[src/rtl/alu_shift_issue.sv]
// Operand-issue stage for the ALU shifter: decodes SLL/SRL/SRA, registers the entry, 2-entry skid buffer.
// Optional: define ALU_SHIFT_ILLEGAL_CHECK_EN to flag shift-immediates with reserved shamt[5] set.
module alu_shift_issue #(
  parameter int XLEN = 32,
  parameter int SHW  = 5
) (
  input  logic            clk,
  input  logic            rst_n,
  input  logic            flush,
  input  logic            in_valid,
  output logic            in_ready,
  input  logic [XLEN-1:0] in_rs1,
  input  logic [XLEN-1:0] in_rs2,
  input  logic [XLEN-1:0] in_imm,
  input  logic            in_use_imm,
  input  logic [2:0]      in_funct3,
  input  logic            in_funct7b5,
  input  logic [4:0]      in_rd,
  output logic            out_valid,
  input  logic            out_ready,
  output logic [XLEN-1:0] out_a,
  output logic [XLEN-1:0] out_b,
  output logic [SHW-1:0]  out_n,
  output logic [1:0]      out_op,
  output logic [4:0]      out_rd,
  output logic            out_illegal
);

  typedef enum logic [1:0] {
    OP_SLL  = 2'b00,
    OP_SRL  = 2'b01,
    OP_SRA  = 2'b10,
    OP_NONE = 2'b11
  } op_e;

  typedef struct packed {
    logic            valid;
    logic [XLEN-1:0] a;
    logic [XLEN-1:0] b;
    op_e             op;
    logic [4:0]      rd;
`ifdef ALU_SHIFT_ILLEGAL_CHECK_EN
    logic            illegal;
`endif
  } entry_t;

  entry_t m_q, m_d;   // main entry, drives the ALU
  entry_t s_q, s_d;   // skid entry, catches the beat accepted while M stalls
  entry_t inc;
  logic   in_ready_q, in_ready_d;
  logic   accept, drain;

  // NOTE: every signal written here gets a default first, so no path leaves it unassigned (no latch).
  always_comb begin
    inc       = '0;
    inc.valid = 1'b1;
    inc.a     = in_rs1;
    inc.b     = in_use_imm ? in_imm : in_rs2;
    inc.rd    = in_rd;
    case (in_funct3)
      3'b001:  inc.op = OP_SLL;
      3'b101:  inc.op = in_funct7b5 ? OP_SRA : OP_SRL;
      default: inc.op = OP_NONE;
    endcase
`ifdef ALU_SHIFT_ILLEGAL_CHECK_EN
    inc.illegal = in_use_imm && (inc.op != OP_NONE) && in_imm[5];
`endif

    accept = in_valid & in_ready_q;
    drain  = ~m_q.valid | out_ready;
    m_d    = m_q;
    s_d    = s_q;

    if (flush) begin
      m_d.valid = 1'b0;
      s_d.valid = 1'b0;
    end else if (drain) begin
      if (s_q.valid) begin
        m_d       = s_q;
        s_d       = inc;
        s_d.valid = accept;
      end else begin
        m_d       = inc;
        m_d.valid = accept;
      end
    end else if (accept) begin
      s_d = inc;
    end

    // Ready is the registered complement of the next skid state: no out_ready->in_ready path.
    in_ready_d = ~s_d.valid;
  end

  // NOTE: the two entries are plain registers, so they are fully reset to give all-zero outputs in reset.
  // NOTE: state updates use non-blocking assignments so every flop samples pre-edge values.
  always_ff @(posedge clk or negedge rst_n) begin
    if (!rst_n) begin
      m_q        <= '0;
      s_q        <= '0;
      in_ready_q <= 1'b0;
    end else begin
      m_q        <= m_d;
      s_q        <= s_d;
      in_ready_q <= in_ready_d;
    end
  end

  assign in_ready  = in_ready_q;
  assign out_valid = m_q.valid;
  assign out_a     = m_q.a;
  assign out_b     = m_q.b;
  assign out_n     = m_q.b[SHW-1:0];
  assign out_op    = m_q.op;
  assign out_rd    = m_q.rd;
`ifdef ALU_SHIFT_ILLEGAL_CHECK_EN
  assign out_illegal = m_q.illegal;
`else
  assign out_illegal = 1'b0;
`endif

endmodule

[config.mk]
export PLATFORM = sky130hd
export DESIGN_NAME = alu_shift_issue
export DESIGN_NICKNAME = d
export VERILOG_FILES = /design/src/rtl/alu_shift_issue.sv
export SDC_FILE = /design/constraint.sdc
export NUM_CORES = 1
export LEC_CHECK = 0
export CORE_UTILIZATION = 50
export DETAILED_ROUTE_END_ITERATION = 8
export PLACE_DENSITY = 0.82
export SETUP_SLACK_MARGIN = 0.4
export SKIP_LAST_GASP = 1
export SLEW_MARGIN = 20
export SYNTH_ARGS = -nofsm -noshare
export SYNTH_HDL_FRONTEND = slang
export SYNTH_SLANG_ARGS = --single-unit
export TNS_END_PERCENT = 5
[constraint.sdc]
create_clock -name clk -period 2.8 [get_ports clk]
set_input_delay 0.42 -clock clk [delete_from_list [all_inputs] [get_ports clk]]
set_output_delay 0.42 -clock clk [all_outputs]
set_load 0.005 [all_outputs]
* Yosys cells after proc, flatten, opt, wreduce, memory -nomap -nowiden
Cells that the tools add are included.
Cells by class: eq/ne operators 3, muxes and demuxes 10, bitwise logic cells 5, reduce and logical (&&, ||, !) cells 4
Operators by type and width (number):
- $mux W72 | 5
- $mux W32 | 1
- $pmux W2 S2 | 1
- $reduce_bool A2 Y1 | 2
- $eq A3 B1 Y1 const B | 1
- $eq A3 B3 Y1 const B | 1
- $not A1 Y1 | 3
- $reduce_and A3 Y1 | 1
- $mux W1 | 2
- $mux W2 | 1
- $ne A2 B2 Y1 const B | 1
- $reduce_and A2 Y1 | 1
- $and A1 B1 Y1 | 1
- $or A1 B1 Y1 | 1
Storage, ports and cells: bits in registers 145, bits of input ports 111, output and inout bits 79, word-level logic and storage cells 33

* Depth between registers and ports, before layout
depth after elaboration 6, mapped depth 6, depth with buffers taken out 3

* Worst setup path before layout
OpenSTA, ideal clock, no wires.
kind input -> register, start in out_ready, end reg s_q[64] (netlist name), setup time 0.122 ns, data arrival time 1.309 ns, required time 2.678 ns, path slack 1.370 ns, cell stages on the path 6, path buffers 3, cells stage by stage nand2b_1 -> buf_6 -> a21o_1 -> buf_6 -> buf_6 -> a32o_1
On the way: cells in the longest elaborated chain, start to end 3, elaborated cells between the ends (all ways) 5, those cells by class eq/ne: 1; mux: 1; bitwise: 1; reduce/logical: 2
Ends and longest elaborated chain:
- from (decl) | RTL line 20 | input logic out_ready,
- $or A1 B1 Y1 (*) | RTL line 70 | drain = ~m_q.valid | out_ready;
- $ne A2 B2 Y1 (no source line) or $reduce_bool A2 Y1 (tied branches)
- $reduce_and A3 Y1 (no source line)
- to (signal assigned) | RTL line 99 | s_q <= '0;
- to (signal assigned) | RTL line 103 | s_q <= s_d;
- to (decl) | RTL line 48 | entry_t s_q, s_d;
Mark *: on every way between the ends. The rest lies on a longest branch, timed or not. A chain may end at the register's enable or synchronous reset.

* Worst setup path after layout
start reg s_q[71] (netlist name), end reg s_q[69] (netlist name)
On the way: cells in the longest elaborated chain, start to end 2
Ends and longest elaborated chain:
- $ne A2 B2 Y1 (no source line)
- $reduce_and A3 Y1 (no source line)
No other way between the ends.

==> impl_metrics.csv <==
group,metric,value,unit
routing,drt_iter0_markers,434,
power,proportion_of_power_drawn_by_combinational_gates,20.3,%
power,final_power,6.57,mW
floorplan,placeableCoreArea,13900,um^2
logic_synthesis,syn-instance-count,664,
logic_synthesis,synth_cell_type_count,26,
cts,cts_setup_buffers,0,
layout,insertedDiodeCount,0,
sta,setup-violations-final,0,
routing,drt_pass1_iterations,5,
placement,detailedPlacementHpwl,12.6,mm
critical_path,r2r.worst_path.cells,3,
placement,place_area,8970,um^2
logic_synthesis,postSynthAreaPerCell,10.7,um^2
sta,period_needed,1910,ps
routing,drt_wl_total,19.1,mm
critical_path,path_cells,"and2b_1, nand2_2, a32o_1",
global_route,initial_antenna_violation_count,0,
critical_path,crit_required,3100,ps
sta,worst_clock_skew,8.55,ps
routing,viasPerCell,5.97,
cts,cts_made_buffers,17,
sta,hold_violations,0,
floorplan,floorplan.initialDensity,51.4,%
cts,tritoncts,"built",
cts,clock_insertion_delay_worst_skew,420,ps
logic_synthesis,synth_simple_gate_area_share,6.30,%
global_route,via_count_of_the_first_global_routing_pass,5896,
critical_path,critPathSlowestCell,"sky130_fd_sc_hd__dfrtp_4",
critical_path,reg2reg_setup_slack,890,ps
sta,transition_at_the_pin_with_the_smallest_max_transition_slack,722,ps
placement,port_buffers,188,
global_route,global_route_wire_length_before_repair,30.0,mm
floorplan,fp_rows,43,
critical_path,worst_setup_path_startpoint,"s_q[71]",
global_route,grt_usage,26.3,%
power,total_switching_power,1.71,mW
global_route,total_grt_overflow,0,
logic_synthesis,ys_seq_area_share,50.9,%
logic_synthesis,synth-compound-area-share,21.8,%
sta,number_of_max_slew_violations_in_the_final_report,0,
hold_path,holdPathStages,2,
layout,areaGrowthSynthToFinish,34.6,%
power,power_frac_clock,36.6,%
floorplan,die-height,121,um
cts,h_tree_level_count,4,
cts,clkSlewWorstSetupHoldPaths,60,ps
power,cellLeakagePower,3.72,nW
logic_synthesis,mappedNetlistArea,7130,um^2
power,seq_power_share,43.1,%
power,cell_internal_pwr,4.86,mW
placement,dpl_ws,561,ps
cts,cts_root_buffer,"sky130_fd_sc_hd__clkbuf_16",
logic_synthesis,mappedNetlistNets,775,
sta,max_freq,523,MHz
layout,final_design_area_no_fill,9610,um^2
logic_synthesis,synth_adder_area_share,0,%
critical_path,critPathLaunchType,"flop",
critical_path,crit_family,"flip-flops",
sta,period_share,68.3,%
logic_synthesis,synth_top_family_by_area,"compound AO/OA/AOI/OAI gates",
routing,vias_post_dr,6008,
cts,max-clock-path-buffers,2,
placement,place.gp.congestion,0.794,
critical_path,reg2reg_to,"s_q[69]",
routing,drt-wirelength-per-cell,19.0,um
floorplan,floorplan.die.width,121,um
sta,rsz0062_at_grt,"no",
layout,nets,924,
critical_path,cp_slowest_stage_delay,690,ps
critical_path,crit_fanout,37,
critical_path,timing.critical_path.depth,3,
critical_path,arrival,2210,ps
cts,cts.sinks,145,
critical_path,crit_path_end_kind,"flop",
flow_run,max_cap_viol_count,0,
global_route,maximum_number_of_pins_on_one_net_before_global_route_repair,62,
layout,final_layout_size_suffix_gt1_share,11.0,%
sta,final.setup.tns,0,ps
critical_path,critical_path_buf_inv_count,0,
logic_synthesis,synthXorXnorAreaFrac,0,%
power,vdd_drop_max,0.395,mV
status,run_status,"finished, final reports clean",
logic_synthesis,ys_seq_elements,145,
critical_path,regToRegStartpoint,"s_q[71]",
sta,worst_slew_margin_rel,51.7,%
layout,final_core_utilization,69.2,%
critical_path,worst_setup_path_end,"s_q[69]",
floorplan,top_level_ports,190,
floorplan,die_area,14800,um^2
critical_path,critPathKind,"flop to flop",
routing,detail_route.drc_violations,0,
sta,final.setup.worst_slack,887,ps
logic_synthesis,muxShareOfSynthArea,14.7,%
power,power.density,683,nW/um^2
hold_path,worstHoldPathType,"flop to flop",
power,switching_power_share_of_the_total,26.0,%
routing,detail-route-antenna-nets,0,
logic_synthesis,yosys_warnings,0,
==> worst min path at each step <==
stage,from,to,slack (ps)
final,out_b[12],out_b[12],510
after global routing,out_b[26],out_b[26],530
after CTS,flush,s_q[17],500
after detailed placement,rst_n,out_b[4],430
after global placement,rst_n,out_b[6],420
after floorplan,rst_n,in_ready,120
==> through the flow <==
step | hold slack (ps) | std cells
6_report | 506 | 1006
5_1_grt | 526 | 1006
4_1_cts | 499 | 1006
3_5_place_dp | 431 | 973
3_3_place_gp | 424 | 973
2_1_floorplan | 124 | 664
==> kinds of logic after synthesis <==
group,Yosys count
AO/OA/AOI/OAI,254
buffers and inverters,78
flip-flops,145
multiplexers,101
other,1
AND/OR/NAND/NOR,85
==> tightest hold or removal path: stages, from the launching register on <==
cell	delay (ps)
sky130_fd_sc_hd__dfrtp_1	340
sky130_fd_sc_hd__o21ai_0	70
sky130_fd_sc_hd__o21ai_0	70
==> placed cells by master (no fill, tap or decap), drive strengths merged <==
master           n
clkinv           7
conb             1
and4b            1
dfrtp          145
clkbuf          18
nor2b           40
o31ai            2
a32o            37
nand2            2
clkinvlp         3
a21o             2
mux2i           69
nor2            33
and2b            1
dlygate4sd3      1
o21ai          142
buf             21
nand2b           5
a22oi           34
clkdlybuf4s50  186
mux2            32
a211oi           2
bufinv           4
and2             1
a21oi           35
nor3             2
==> what timing repair did <==
item	4_1_cts	5_1_grt
endpoints found under the hold margin	59	0
hold buffers	1	0
endpoints found under the setup margin	0	0
gates resized for setup	0	0
==> sequential cells by signal (all words and copies together), names as in the netlist <==
register	count
out_valid	1
out_op	2
out_a	32
s_q	72
out_rd	5
in_ready	1
out_b	32
==> cell usage after synthesis (all sizes together) <==
cell type	count	area share, %
conb	1	0.053
a21oi	35	2.5
mux2i	69	9.7
nor2b	40	3.5
a32o	37	5.2
nor2	33	1.7
nand2b	5	0.44
a211oi	2	0.21
clkbuf	32	1.8
buf	46	4.4
a22oi	34	3.6
o31ai	2	0.21
nor3	2	0.14
and2	1	0.088
o21ai	142	10
mux2	32	5.1
and4b	1	0.14
dfrtp	145	51
nand2	2	0.14
and2b	1	0.11
a21o	2	0.21
==> power groups by stage <==
stage | Sequential (mW) | Combinational (mW) | Clock (mW)
after floorplan | 2.78 | 0.700 | 0
after global placement | 2.82 | 1.27 | 0
after detailed placement | 2.85 | 1.33 | 0
after CTS | 2.82 | 1.34 | 2.41
after global routing | 2.87 | 1.46 | 2.51
final | 2.83 | 1.33 | 2.40
==> per-layer routing <==
metal	vias to the layer above	track usage, %	wire length (um)
met4	0	11.2	391
li1	2712	-	-
met2	274	43.6	9620
met5	-	0	0
met1	2989	33.2	7780
met3	33	5.50	1350
==> layout make-up <==
cell class	count	area (um^2)
Sequential cell	145	3630
Clock buffer	18	439
Multi-Input combinational cell	441	3070
Clock inverter	14	189
Timing Repair Buffer	208	2050
Tap cell	180	225
Fill cell	1014	4280
Power figures use the tool's default switching activity.
